**config.mk**
```make
export PLATFORM = sky130hd
export DESIGN_NAME = ssd_display_driver
export DESIGN_NICKNAME = d
export VERILOG_FILES = /design/src/rtl/ssd_display_driver.sv
export SDC_FILE = /design/constraint.sdc
export NUM_CORES = 1
export LEC_CHECK = 0
export ABC_AREA = 0
export CAP_MARGIN = 20
export CORE_ASPECT_RATIO = 0.75
export CORE_MARGIN = 1
export CORE_UTILIZATION = 45
export DETAILED_ROUTE_END_ITERATION = 10
export SLEW_MARGIN = 15
export SYNTH_ARGS = -nofsm -noshare
export SYNTH_HDL_FRONTEND = slang
export SYNTH_SLANG_ARGS = --single-unit
```
**constraint.sdc**
```tcl
create_clock -name clk -period 4.9 [get_ports clk]
set_clock_uncertainty 0.15 [all_clocks]
set_input_delay 0.98 -clock clk [delete_from_list [all_inputs] [get_ports clk]]
set_output_delay 0.98 -clock clk [all_outputs]
set_load 0.01 [all_outputs]
```
**src/rtl/ssd_display_driver.sv**
```systemverilog
// Binary-to-BCD (sequential double-dabble) plus 4-digit multiplexed common-anode 7-seg driver.
// Optional macro SSD_LEADING_ZERO_BLANK_EN blanks leading zero digits (ones digit always shown).
module ssd_display_driver #(
  parameter int unsigned DATA_W       = 13,
  parameter int unsigned REFRESH_BITS = 18
) (
  input  logic              clk,
  input  logic              reset,
  input  logic [DATA_W-1:0] value,
  output logic [3:0]        anode,
  output logic [6:0]        seg,
  output logic              dp,
  output logic              busy,
  output logic              done
);

  localparam int unsigned ITER_W = $clog2(DATA_W + 1);

  typedef enum logic [1:0] {
    IDLE,
    SHIFT,
    COMMIT
  } state_t;

  state_t                  state;
  state_t                  state_next;
  logic [DATA_W-1:0]       bin_q;
  logic [15:0]             bcd_q;
  logic [15:0]             bcd_adj;
  logic [ITER_W-1:0]       iter_q;
  logic [15:0]             digits_q;
  logic [REFRESH_BITS-1:0] cnt_q;
  logic [1:0]              sel;
  logic [3:0]              digit;
  logic [3:0]              blank;

  function automatic logic [6:0] decode(input logic [3:0] d);
    logic [6:0] s;
    case (d)
      4'd0:    s = 7'h40;
      4'd1:    s = 7'h79;
      4'd2:    s = 7'h24;
      4'd3:    s = 7'h30;
      4'd4:    s = 7'h19;
      4'd5:    s = 7'h12;
      4'd6:    s = 7'h02;
      4'd7:    s = 7'h78;
      4'd8:    s = 7'h00;
      4'd9:    s = 7'h10;
      default: s = 7'h7F;
    endcase
    return s;
  endfunction

  always_ff @(posedge clk or negedge reset) begin
    if (!reset) state <= IDLE;
    else        state <= state_next;
  end

  always_comb begin
    state_next = state;
    case (state)
      IDLE:    state_next = SHIFT;
      SHIFT:   if (iter_q == ITER_W'(DATA_W - 1)) state_next = COMMIT;
      COMMIT:  state_next = IDLE;
      default: state_next = IDLE;
    endcase
  end

  always_comb begin
    bcd_adj = bcd_q;
    for (int unsigned i = 0; i < 4; i++) begin
      if (bcd_q[4*i +: 4] >= 4'd5) bcd_adj[4*i +: 4] = bcd_q[4*i +: 4] + 4'd3;
    end
  end

  always_ff @(posedge clk or negedge reset) begin
    if (!reset) begin
      bin_q    <= '0;
      bcd_q    <= '0;
      iter_q   <= '0;
      digits_q <= '0;
      busy     <= 1'b0;
      done     <= 1'b0;
    end else begin
      case (state)
        IDLE: begin
          bin_q  <= value;
          bcd_q  <= '0;
          iter_q <= '0;
          busy   <= 1'b1;
          done   <= 1'b0;
        end
        SHIFT: begin
          // The top BCD bit falls off the shift; it is always 0 for values up to 8191.
          {bcd_q, bin_q} <= {bcd_adj, bin_q} << 1;
          iter_q         <= iter_q + ITER_W'(1);
          done           <= 1'b0;
        end
        COMMIT: begin
          digits_q <= bcd_q;
          done     <= 1'b1;
          busy     <= 1'b0;
        end
        default: begin
          done <= 1'b0;
        end
      endcase
    end
  end

  always_ff @(posedge clk or negedge reset) begin
    if (!reset) cnt_q <= '0;
    else        cnt_q <= cnt_q + REFRESH_BITS'(1);
  end

  assign sel   = cnt_q[REFRESH_BITS-1 -: 2];
  assign digit = digits_q[4*sel +: 4];

  always_comb begin
    blank = '0;
`ifdef SSD_LEADING_ZERO_BLANK_EN
    blank[3] = (digits_q[15:12] == 4'd0);
    blank[2] = blank[3] && (digits_q[11:8] == 4'd0);
    blank[1] = blank[2] && (digits_q[7:4] == 4'd0);
`endif
  end

  always_ff @(posedge clk or negedge reset) begin
    if (!reset) begin
      anode <= '1;
      seg   <= '1;
    end else begin
      anode <= ~(4'b0001 << sel);
      seg   <= blank[sel] ? 7'h7F : decode(digit);
    end
  end

  assign dp = 1'b1;

endmodule

```
Word-level counts from Yosys, hierarchy flattened
Memory sizes are Yosys's and may differ from the RTL's. A register that Yosys moved wholly into a read port is not among the register bits.
Index checks and enable logic that the tools add are counted.
{"block": "op_classes", "n_addsub": 6, "magnitude_cmp": 4, "n_eq_ne": 4, "shift": 2, "n_mux": 11, "n_bitwise": 1, "n_reduce_logical": 4}
{"cell": "$pmux W16 S2", "n": 1}
{"cell": "$pmux W13 S2", "n": 1}
{"cell": "$add A18 B1 Y18 const B", "n": 1}
{"cell": "$ge A4 B3 Y1 const B", "n": 4}
{"cell": "$shiftx A16 B5 Y4", "n": 1}
{"cell": "$add A4 B2 Y4 const B", "n": 3}
{"cell": "$mux W4", "n": 3}
{"cell": "$pmux W4 S2", "n": 1}
{"cell": "$add A4 B1 Y4 const B", "n": 1}
{"cell": "$eq A4 B4 Y1 const B", "n": 1}
{"cell": "$not A4 Y4", "n": 1}
{"cell": "$pmux W2 S2", "n": 1}
{"cell": "$reduce_bool A2 Y1", "n": 2}
{"cell": "$shl A1 B2 Y4 const A", "n": 1}
{"cell": "$add A3 B2 Y3 const B", "n": 1}
{"cell": "$mux W3", "n": 1}
{"cell": "$eq A2 B1 Y1 const B", "n": 1}
{"cell": "$eq A2 B2 Y1 const B", "n": 1}
{"cell": "$logic_not A2 Y1", "n": 1}
{"cell": "$mux W2", "n": 1}
{"cell": "$ne A2 B2 Y1 const B", "n": 1}
{"cell": "$pmux W1 S2", "n": 1}
{"cell": "$logic_not A1 Y1", "n": 1}
{"cell": "$mux W1", "n": 1}
{"block": "totals", "reg_bits": 75, "rom_bits": 112, "in_bits": 15, "output_inout_bits": 14, "word_cells": 42, "n_memories": 1}
{"name": "(name not given)", "words": 16, "width": 7, "read_ports": 1, "rd_ports_with_merged_regs": 1, "wr": 0, "line": "39", "source": "case (d)"}

Logic depth before layout (Yosys ltp)
{"block": "logic_depth", "depth_word": 3, "depth_mapped": 7}

Worst setup path after synthesis
OpenSTA, ideal clock, no wires.
{"block": "synth_path", "kind": "register to register", "from": "register cnt_q[16]", "to": "register seg[4]", "setup_time_ns": 0.082, "arrival_ns": 1.716, "t_required_ns": 4.668, "path_slack_ns": 2.952, "stages_incl_launch_ff": 7, "n_path_buf": 1, "synth_period_minus_slack_ns": 1.948, "cell_sequence": "dfrtp_1 buf_6 mux4_1 inv_1 ha_1 nand2b_4 mux2_2"}
{"block": "synth_between", "elab_chain_cells": 1}
{"item": "start: declaration", "line": "32", "source": "logic [REFRESH_BITS-1:0] cnt_q;"}
{"item": "start signal: assignment", "line": "114", "source": "else cnt_q <= cnt_q + REFRESH_BITS'(1);"}
{"item": "$shiftx A16 B5 Y4", "line": "118", "source": "assign digit = digits_q[4*sel +: 4];"}
{"item": "end: declaration", "line": "11", "source": "output logic [6:0] seg,"}
No other way between the ends.
A chain may end at the register's enable or synchronous reset.

Worst setup path in the final report
{"block": "layout_path", "from": "register seg[3]", "to": "output port seg[3]"}
No word-level cell between the ends.

==> summary.txt <==
Timing
  • Final setup vio count: 0
  • Final critical-path share of the clock period: 51.1%
  • Max-slew violations: 0
  • Max frequency: 0.400 GHz
  • RSZ-0062 raised after global routing: false
  • Post-route setup slack: 2.40 ns
  • Worst rel slew slack: 40.5%
  • Post-route minimum period: 2.50 ns
  • Measured slew at the worst slew-check pin: 0.892 ns
  • Fin. Hold Viols: 0
  • Setup_tns: 0 ns

Critical path
  • Max stage delay on crit path: 0.53 ns
  • Worst setup EP type: primary output
  • Critical Path Source Type: flop
  • Kind of critical path: reg2out
  • CP arrival: 1.37 ns
  • Worst path top cell family by delay: buffers and inverters
  • Crit-path cells: clkdlybuf4s50_1
  • WP buf/inv: 1
  • Slowest cell on the critical path: clkdlybuf4s50_1
  • Worst Path Max Fanout: 1
  • Required time worst endpoint: 3.77 ns

Clock tree
  • Number of H-tree levels: 3
  • CTS max path bufs: 2
  • Clk_lat worst skew: 0.33 ns
  • Worst-path clk slew: 0.06 ns
  • CTS tree: done
  • Total CTS buffers: 9
  • Clk sink count: 82
  • Setup Fix Bufs, Post-CTS: 0
  • Post_cts resized: 0
  • Hold buffers post-CTS: 0
  • Root Buffer: clkbuf_16

Placed design
  • Pre-CTS WS: 2.68 ns
  • Dpl hpwl: 4070 um
  • Placed cell area: 4140 um^2
  • Final GP Congestion: 0.756
  • Port Buffer Count: 27

Power
  • Leak Pwr: 2.14 nW
  • Power consumption: 0.00177 W
  • Max VDD drop: 0.232 mV
  • Pwr/cell area: 396 nW/um^2

Floorplan
  • Core region area: 8060 um^2
  • # rows: 28
  • Ports: 29
  • Die extent in x: 108 um
  • Die H: 81.8 um
  • Starting density of the core: 47.4%
  • Area of the die: 8860 um^2

Drt
  • First DRT Iteration DRCs: 94
  • Via density: 5.01
  • Routed wire length: 6220 um
  • Via count: 2,371
  • TritonRoute pass-1 iters: 6
  • Post-route DRC: 0
  • DR WL/cell: 13.1 um
  • ANT nets after route: 0

Global routing
  • Antenna violations before repair: 0
  • Number of global-route vias before repair: 2,208
  • GRT overflow: 0
  • All-Layer GR Usage: 16.0%
  • Global-route wire length before repair: 10,700 um
  • Largest net degree at the start of global routing: 83

Logic synthesis
  • Synth unique cells: 34
  • Synth Warn #: 0
  • Cell area after synthesis: 3820 um^2
  • FF+latch count, synth: 82
  • Post-Syn Nets: 371
  • Cells after synthesis: 340
  • Register area share after synthesis: 54.1%
  • Syn avg cell area: 11.2 um^2

Layout
  • Final net count: 394
  • Final instance area: 4470 um^2
  • Synthesis-to-layout area growth: 17.0%
  • Most common cell after layout, fill and taps aside: dfrtp_1
  • ANT cells: 0
  • Most frequent cells in the layout: dfrtp_1 (71), nand2_1 (41), o21ai_0 (36)
  • Share of layout cells above drive strength 1: 12.0%
  • Final Core Density: 55.4%

Status
  • Run status: finished, final reports clean

Job
  • Max-Cap Viols: 0

Worst hold path
  • HP Class: reg2reg
==> worst paths after layout <==
check	start	end	slack, ns	depth (start not counted)
setup / recovery	seg[3]	seg[3]	2.40	1
max in group asynchronous	reset	seg[1]	3.47	2
hold reg to reg	cnt_q[14]	cnt_q[14]	0.32	1
min in group asynchronous	reset	cnt_q[13]	0.49	1
hold / removal	cnt_q[14]	cnt_q[14]	0.32	1
setup reg to reg	cnt_q[16]	seg[3]	2.68	6
==> sequential cells by signal, indices dropped and copies added (netlist names) <==
| name | flops |
|---|---|
| cnt_q | 18 |
| bcd_q | 16 |
| digits_q | 16 |
| bin_q | 13 |
| seg | 7 |
| anode | 4 |
| iter_q | 4 |
| state | 2 |
| busy | 1 |
| done | 1 |
==> cells by family after synthesis <==
family	synth area share, %
muxes	10.3
other	0.0983
xor gates and xnor gates	5.05
and+or+nand+nor	11.5
AOI/OAI and AO/OA	9.64
DFF	54.1
buffers and inverters	4.03
adders and majority gates	5.25
==> through the flow <==
| step | std cells | hold slack [ns] |
|---|---|---|
| detailed placement | 456 | 0.307 |
| finish | 473 | 0.321 |
| floorplan | 340 | 0.288 |
| CTS | 472 | 0.317 |
| global route | 473 | 0.351 |
| global placement | 456 | 0.305 |
==> report_power, final <==
| part | internal, W | switching [W] |
|---|---|---|
| clock | 0.000421 | 0.000255 |
| combinational | 0.000147 | 0.000129 |
| sequential | 0.000777 | 0.0000376 |
==> layout make-up <==
type	instances	area (um^2)
inverter	17	63.8
multi-input combinational	223	1600
clock buffer	12	256
sequential	82	2070
tap	105	131
clock inverter	4	50.0
timing repair buffer	30	303
fill	712	3590
==> cells in the mapped netlist <==
cell type / count / share of area (%)
o31ai_1: 3 / 0.59
or2b_1: 2 / 0.39
and2_1: 1 / 0.16
buf_2: 3 / 0.39
nand2b_4: 1 / 0.36
nand2_1: 41 / 4.0
mux2_2: 10 / 3.0
nor3b_1: 1 / 0.20
buf_4: 1 / 0.20
nor3_2: 1 / 0.26
xnor2_1: 14 / 3.2
nor2b_1: 2 / 0.33
dfstp_2: 11 / 7.6
conb_1: 1 / 0.098
buf_6: 2 / 0.59
dfrtp_1: 71 / 47
and3_1: 6 / 0.98
clkbuf_1: 12 / 1.2
xor2_1: 8 / 1.8
or2_2: 1 / 0.16
nor2_1: 10 / 0.98
mux2i_1: 18 / 4.7
o21ai_0: 36 / 4.7
nand2b_1: 9 / 1.5
a21o_1: 2 / 0.39
nand4_1: 5 / 0.82
a21oi_1: 9 / 1.2
a22o_1: 12 / 2.8
nand3_1: 8 / 1.0
inv_1: 17 / 1.7
ha_1: 16 / 5.2
mux4_2: 1 / 0.59
nor3_1: 2 / 0.26
mux4_1: 3 / 2.1
==> per-layer routing <==
layer	up-vias	wire [um]	GRT usage [%]
li1	1202	-	-
met1	1123	3280	23.1
met2	37	2620	22.5
met3	9	204	4.29
met4	0	112	6.89
met5	-	0	0
No activity file was read; power rests on OpenSTA's default activity.
